## src/rtl/quad_decoder.sv

```systemverilog
// Quadrature encoder front end: synchronize, glitch-filter, track Gray code, emit per-detent cw/ccw pulses.
// Pulse latency is SYNC_STAGES+FILTER_CYCLES+1 edges from the sampling edge; no backpressure (pulses are fire-and-forget).
module quad_decoder #(
  parameter int SYNC_STAGES       = 2,
  parameter int FILTER_CYCLES     = 4,
  parameter int COUNTS_PER_DETENT = 4
) (
  input  logic clk,
  input  logic reset_n,
  input  logic a,
  input  logic b,
  output logic cw,
  output logic ccw,
  output logic err
);

  localparam int SW = $clog2(COUNTS_PER_DETENT) + 2;
  localparam int IW = 9;
  localparam logic [IW-1:0]        INIT_LAST = IW'(SYNC_STAGES + FILTER_CYCLES);
  localparam logic [7:0]           FILT_LAST = 8'(FILTER_CYCLES - 1);
  localparam logic signed [SW-1:0] CPOS      = SW'(COUNTS_PER_DETENT);
  localparam logic signed [SW-1:0] CNEG      = -CPOS;
  localparam logic signed [SW-1:0] ONE       = SW'(1);
  localparam logic [0:0] INIT  = 1'b0;
  localparam logic [0:0] TRACK = 1'b1;

  logic [SYNC_STAGES-1:0]  sync_a;
  logic [SYNC_STAGES-1:0]  sync_b;
  logic [1:0]              s;
  logic [1:0]              f;
  logic [7:0]              fcnt [2];
  logic [0:0]              state;
  logic [IW-1:0]           init_cnt;
  logic [1:0]              prev;
  logic signed [SW-1:0]    sub;
  logic signed [SW-1:0]    sub_base;
  logic signed [SW-1:0]    sub_nxt;
  logic [1:0]              dpos;
  logic                    step_up;
  logic                    step_dn;
  logic                    illegal;
  logic                    err_pend;

  // Position along the cw sequence 00->10->11->01; a difference of 1 is cw, 3 is ccw, 2 is illegal.
  function automatic logic [1:0] gpos(input logic [1:0] v);
    return {v[0], v[1] ^ v[0]};
  endfunction

  assign s = {sync_a[SYNC_STAGES-1], sync_b[SYNC_STAGES-1]};

  always_ff @(posedge clk or negedge reset_n) begin
    if (!reset_n) begin
      sync_a <= '0;
      sync_b <= '0;
    end else begin
      sync_a <= {sync_a[SYNC_STAGES-2:0], a};
      sync_b <= {sync_b[SYNC_STAGES-2:0], b};
    end
  end

  always_ff @(posedge clk or negedge reset_n) begin
    if (!reset_n) begin
      f <= '0;
      for (int i = 0; i < 2; i++) fcnt[i] <= '0;
    end else begin
      for (int i = 0; i < 2; i++) begin
        if (s[i] != f[i]) begin
          if (fcnt[i] == FILT_LAST) begin
            f[i]    <= s[i];
            fcnt[i] <= '0;
          end else begin
            fcnt[i] <= fcnt[i] + 8'd1;
          end
        end else begin
          fcnt[i] <= '0;
        end
      end
    end
  end

  always_comb begin
    dpos     = gpos(f) - gpos(prev);
    step_up  = (state == TRACK) && (dpos == 2'd1);
    step_dn  = (state == TRACK) && (dpos == 2'd3);
    illegal  = (state == TRACK) && (dpos == 2'd2);
    // A completed detent is cleared on the same cycle its pulse is issued.
    sub_base = ((sub == CPOS) || (sub == CNEG)) ? '0 : sub;
    sub_nxt  = sub_base;
    if (illegal)      sub_nxt = '0;
    else if (step_up) sub_nxt = sub_base + ONE;
    else if (step_dn) sub_nxt = sub_base - ONE;
  end

  always_ff @(posedge clk or negedge reset_n) begin
    if (!reset_n) begin
      state    <= INIT;
      init_cnt <= '0;
      prev     <= '0;
      sub      <= '0;
      err_pend <= 1'b0;
      cw       <= 1'b0;
      ccw      <= 1'b0;
      err      <= 1'b0;
    end else begin
      sub      <= sub_nxt;
      err_pend <= illegal;
      cw       <= (sub == CPOS);
      ccw      <= (sub == CNEG);
      err      <= err_pend;
      if (state == INIT) begin
        if (init_cnt == INIT_LAST) begin
          prev  <= f;
          state <= TRACK;
        end else begin
          init_cnt <= init_cnt + 1'b1;
        end
      end else begin
        prev <= f;
      end
    end
  end

endmodule

```

## config.mk

```make
export PLATFORM = sky130hd
export DESIGN_NAME = quad_decoder
export DESIGN_NICKNAME = d
export VERILOG_FILES = /design/src/rtl/quad_decoder.sv
export SDC_FILE = /design/constraint.sdc
export NUM_CORES = 1
export LEC_CHECK = 0
export CAP_MARGIN = 40
export CORE_UTILIZATION = 30
export DETAILED_ROUTE_END_ITERATION = 8
export MAX_ROUTING_LAYER = met4
export PLACE_DENSITY = 0.42
export SYNTH_ARGS = -nofsm -noshare
export SYNTH_HDL_FRONTEND = slang
export SYNTH_SLANG_ARGS = --single-unit
```

## constraint.sdc

```tcl
create_clock -name clk -period 2.4 [get_ports clk]
set_input_delay 0.36 -clock clk [delete_from_list [all_inputs] [get_ports clk]]
set_output_delay 0.36 -clock clk [all_outputs]
set_load 0.02 [all_outputs]
```

==> results.toml, run 1 <==
[logic_synthesis]
synth_cells = 168
synth_top_family_by_area = "simple AND/OR/NAND/NOR gates"
syn-cell-area_mm2 = 0.001932
synth_xor_area_share_pct = 12.18
syn_nets = 179
synth_edf_count = 0
ys_types = 38
synth.avg_cell_area_um2 = 11.50
synthSimpleGateAreaFrac_pct = 18.65
ys_ff_latch = 42
yosysSeqAreaShare_pct = 54.40
ys.flop_type = "dfrtp_1"
async_flop_share_pct = 100.0
ys_warn_count = 0
yosys.area_share.adder_pct = 4.534
muxShareOfSynthArea_pct = 2.332
synth_compound_area_share_pct = 6.088

[layout]
multi_input_area_um2 = 845.8
layout_common_cells = "dfrtp_1, nor2_1, xor2_1"
final_common_cell = "dfrtp_1"
finish.utilization_pct = 35.67
antenna_cells = 0
regArea_mm2 = 0.001051
nets = 192
post-route-cell-area_mm2 = 0.002162
syn2layout_area_growth_pct = 11.92
layout-drive-gt1-share_pct = 11.05
fillerInstances = 605

[sta]
max_freq_ghz = 0.5335
final.min_clock_period_ns = 1.874
setup_violations = 0
rsz0062_at_grt = "no"
fin_crit_sh_pct = 78.09
maxSlewViolCount = 0
skew_ns = 0.009543
tns_ns = 0
worst_slew_pin_slew_ns = 0.4696
finalHoldViolCount = 0
slew_headroom_pct = 67.88

[clocking]
ctsResizeCount = 0
clock_path_buffers = 2
cts_setup_buffers = 0
ctsHoldBuffers = 0
clock_latency_ns = 0.29
path_clk_slew_ns = 0.08
cts_buffers = 5
cts_root_buf = "clkbuf_8"
cts_max_level = 2
cts_tree = "built"
cts_sinks = 42

[critical_path]
critPathKind = "reg2reg"
required_ns = 2.57
slowest_delay_ns = 0.44
cp-end-kind = "flip-flop"
slowest_stage = "dfrtp_1"
path_max_fanout = 5
arrival_ns = 2.04
critPathLaunchType = "flip-flop"
crit_chain = "xnor2_1 -> ha_1 -> nand2b_1 -> nor4_2 -> a211oi_1 -> a211o_1"

[floorplanning]
die_x_um = 82.25
rows = 28
die_y_um = 82.25
top_level_ports = 7
core_area_mm2 = 0.006061
start_util_pct = 31.87
die_area_mm2 = 0.006764

[global_routing]
grt_pass1_vias = 1294
grt_pass1_wl_um = 5823
grtUsageTotal_pct = 11.91
grt_antenna_before_repair = 0
grt_overflow_total = 0
grt_max_degree = 25

[power_and_ir_drop]
switching_power_mw = 0.8853
combPwrFrac_pct = 41.9
clkPwrFrac_pct = 18.1
seqPwrFrac_pct = 40.0
power_density_mw_per_mm2 = 1098
leakage_nw = 1.007
swShare_pct = 37.30
p_int_mw = 1.488
vdd_ir_drop_max_mv = 0.7058

[place]
dp.final_hpwl_um = 2322
globalplace.congestion = 0.8344
postPlaceCellArea_mm2 = 0.002083
numPortBuffers = 6

[routing]
drt_pass1_iterations = 4
vias_per_cell = 4.777
vias = 1223
drtIter0Drc = 56
detail-route-antenna-nets = 0
wire_per_inst_um = 12.94
routed_wl_um = 3313
drc_errors = 0

[flow_run]
cap_violations = 0

[run_status]
outcome = "finished, final reports clean"

[hold_path]
hold_class = "in2async"
## final timing paths
kind                                startpoint                      end  slack (ns)  cells past startpoint
max                           f[0]$_DFFE_PN0P_         sub[3]$_DFF_PN0_        0.53                      6
max in group asynchronous              reset_n  init_cnt[4]$_DFFE_PN0P_        1.71                      2
min                                    reset_n       fcnt[10]$_DFF_PN0_       0.006                      1
max reg2reg                   f[0]$_DFFE_PN0P_         sub[3]$_DFF_PN0_        0.53                      6
min reg2reg                sync_b[0]$_DFF_PN0_      sync_b[1]$_DFF_PN0_        0.35                      0
min in group clk           sync_b[0]$_DFF_PN0_      sync_b[1]$_DFF_PN0_        0.35                      0
## through the flow
| step | hold WS, ns | cells | total power [mW] | worst slack [ns] |
|---|---|---|---|---|
| 3_5_place_dp | 0.3307 | 249 | 1.957 | 0.5323 |
| 5_1_grt | 0.02935 | 256 | 2.568 | 0.3829 |
| 2_1_floorplan | 0.06441 | 168 | 1.713 | 0.6818 |
| 4_1_cts | 0.008725 | 256 | 2.406 | 0.5065 |
| 6_report | 0.005556 | 256 | 2.373 | 0.5258 |
| 3_3_place_gp | 0.3302 | 249 | 1.942 | 0.5897 |
## routing by layer
layer  global-route usage [%]  vias to the layer above  routed length [µm]
met1                    14.23                      614                1622
met2                    19.26                        6                1594
met3                    3.297                        2                  76
li1                         -                      601                   -
met5                        -                        -                   0
met4                    4.211                        0                  21
## cells in the mapped netlist (4+ instances only)
cell type  number  area (µm²)
a21oi_1         4       20.02
and3_1          7       43.79
dfrtp_1        42        1051
ha_1            7       87.58
inv_1           7       26.28
mux2_1          4       45.04
nand2_1         9       33.78
nand2b_1        4       25.02
nand3_1         9       45.04
nor2_1         19       71.32
xnor2_1         8       70.07
xor2_1         16       140.1
## worst max-delay path: cells and delay by family (launching register included)
kind	cells	cell delay [ns]
xor+xnor	1	0.15
simple gates	2	0.46
flops	1	0.44
compound gates	2	0.37
fa+ha+maj	1	0.34
## power groups by stage
| stage | Combinational [mW] | Sequential, mW | Clock (mW) |
|---|---|---|---|
| floorplan | 0.758 | 0.955 | 0 |
| global placement | 0.986 | 0.956 | 0 |
| detailed placement | 0.995 | 0.963 | 0 |
| CTS | 1.00 | 0.948 | 0.459 |
| global route | 1.12 | 0.967 | 0.479 |
| finish | 0.995 | 0.949 | 0.429 |
## registers in the layout, summed over array words and instances, names as in the netlist
register and cells:
fcnt 16, ccw 1, err 1, sub 4, prev 2, init_cnt 9, sync_a 2, f 2
sync_b 2, err_pend 1, state 1, cw 1
## final cells by class
class / instances / share of cell area (%)
multi-input cells: 117 / 39.12
clock buffers: 5 / 3.183
well taps: 75 / 4.340
repair buffers: 7 / 2.894
clock inverters: 2 / 0.4630
flip-flops and latches: 42 / 48.61
inverters: 8 / 1.389
## logic make-up after synthesis
logic type	after synthesis
fa+ha+maj	7
compound gates	17
buf+inv	9
mux	4
flops	42
xor+xnor	25
simple gates	64
No activity file was read; power rests on OpenSTA's default activity.
==> run 2: changes to the inputs <==
PLACE_DENSITY = 0.44   (was 0.42)
clock period = 1.7 ns   (was 2.4 ns; I/O delays follow)
==> results.toml, run 2 (synthesized netlist as in run 1, its figures left out) <==
[run_status]
outcome = "finished, final reports clean"

[sta]
fin_crit_sh_pct = 99.30
final.min_clock_period_ns = 1.688
rsz0062_at_grt = "yes"
worst_slew_pin_slew_ns = 0.5123
tns_ns = 0
max_freq_ghz = 0.5924
slew_headroom_pct = 64.96
hold_slack_ns = 0.3479
finalHoldViolCount = 0
maxSlewViolCount = 0
setup_violations = 0
skew_ns = 0.006369

[layout]
final_common_cell = "dfrtp_1"
finish.utilization_pct = 38.11
layout_common_cells = "dfrtp_1, nor2_1, xor2_1"
top_regs = "fcnt (16), init_cnt (9), sub (4)"
syn2layout_area_growth_pct = 19.56
nets = 205
largest_register = "fcnt"
layout-drive-gt1-share_pct = 16.92
antenna_cells = 0
largest_reg_flops = 16

[critical_path]
required_ns = 1.88
startpoint = "f[0]$_DFFE_PN0P_"
critPathKind = "reg2reg"
cp-end-kind = "flip-flop"
critPathLaunchType = "flip-flop"
arrival_ns = 1.87
path_max_fanout = 2
reg2reg_from = "f[0]$_DFFE_PN0P_"

[hold_path]
hold_class = "reg2reg"
hp-start = "sync_b[0]$_DFF_PN0_"

[clocking]
cts_max_level = 2
clock_latency_ns = 0.30
cts_root_buf = "clkbuf_8"
cts_buffers = 5
cts_tree = "built"
clock_path_buffers = 2
cts_sinks = 42
path_clk_slew_ns = 0.08

[routing]
drc_errors = 0
vias = 1259
routed_wl_um = 3385
detail-route-antenna-nets = 0
vias_per_cell = 4.663
drt_pass1_iterations = 4
wire_per_inst_um = 12.54
drtIter0Drc = 54

[global_routing]
grt_antenna_before_repair = 0
grt_pass1_vias = 1342
grt_max_degree = 24
grtUsageTotal_pct = 12.43
grt_overflow_total = 0
grt_pass1_wl_um = 6023

[power_and_ir_drop]
leakage_nw = 1.089
vdd_ir_drop_max_mv = 1.272
power_density_mw_per_mm2 = 1630

[floorplanning]
start_util_pct = 31.87
rows = 28
die_area_mm2 = 0.006764
die_y_um = 82.25
die_x_um = 82.25
top_level_ports = 7
core_area_mm2 = 0.006061

[place]
dp.final_hpwl_um = 2446
numPortBuffers = 6
globalplace.congestion = 0.8408

[flow_run]
cap_violations = 0
run 2: area by class of cell:
type                       count  area, µm²
sequential                    42       1051
clock buffer                   6      72.57
multi-input combinational    117      862.1
tap                           75      93.84
inverter                       8      30.03
fill                         600       3751
timing repair buffer          20      162.7
clock inverter                 2      37.54
run 2: path summary, 6_finish.rpt:
check | slack, ns | depth (start not counted) | endpoint
max in group asynchronous | 0.69 | 3 | sync_a[1]$_DFF_PN0_
min in group asynchronous | 0.45 | 2 | fcnt[10]$_DFF_PN0_
setup / recovery | 0.01 | 6 | sub[3]$_DFF_PN0_
hold reg to reg | 0.35 | 0 | sync_b[1]$_DFF_PN0_
setup reg to reg | 0.01 | 6 | sub[3]$_DFF_PN0_
hold / removal | 0.35 | 0 | sync_b[1]$_DFF_PN0_
run 2: repair_timing:
item,4_1_cts,5_1_grt
buffers inserted,0,2
gates resized for setup,1,1
hold buffers,1,0
hold endpoints to repair,21,0
endpoints found under the setup margin,1,3
run 2: routing by layer:
layer | track usage, % | share of wire (%) | up-vias
met1 | 14.19 | 48 | 615
met5 | - | 0 | -
met3 | 4.505 | 3.4 | 6
li1 | - | - | 623
met4 | 5.614 | 1.8 | 0
met2 | 19.50 | 47 | 15
run 2: stage by stage:
| stage | worst slack, ns | cells | power (mW) | area (µm²) |
|---|---|---|---|---|
| finish | 0.01184 | 270 | 3.766 | 2310 |
| global route | -0.03172 | 270 | 4.062 | 2310 |
| CTS | 0.005918 | 268 | 3.743 | 2286 |
| detailed placement | -0.003793 | 259 | 2.878 | 2158 |
| global placement | 0.01745 | 259 | 2.847 | 2158 |
| floorplan | 0.05601 | 168 | 2.418 | 1932 |
run 2: worst max-delay path, stage by stage, from the launching register on:
cell and delay, ns:
dfrtp_1 0.40, xnor2_1 0.20, ha_1 0.28, nand2b_4 0.16, nor4_4 0.16, a211oi_1 0.08, a211o_1 0.29
run 2: power by group:
part	internal [mW]	switching, mW
combinational	0.827	0.835
sequential	1.18	0.135
clock	0.438	0.346
total	2.45	1.32
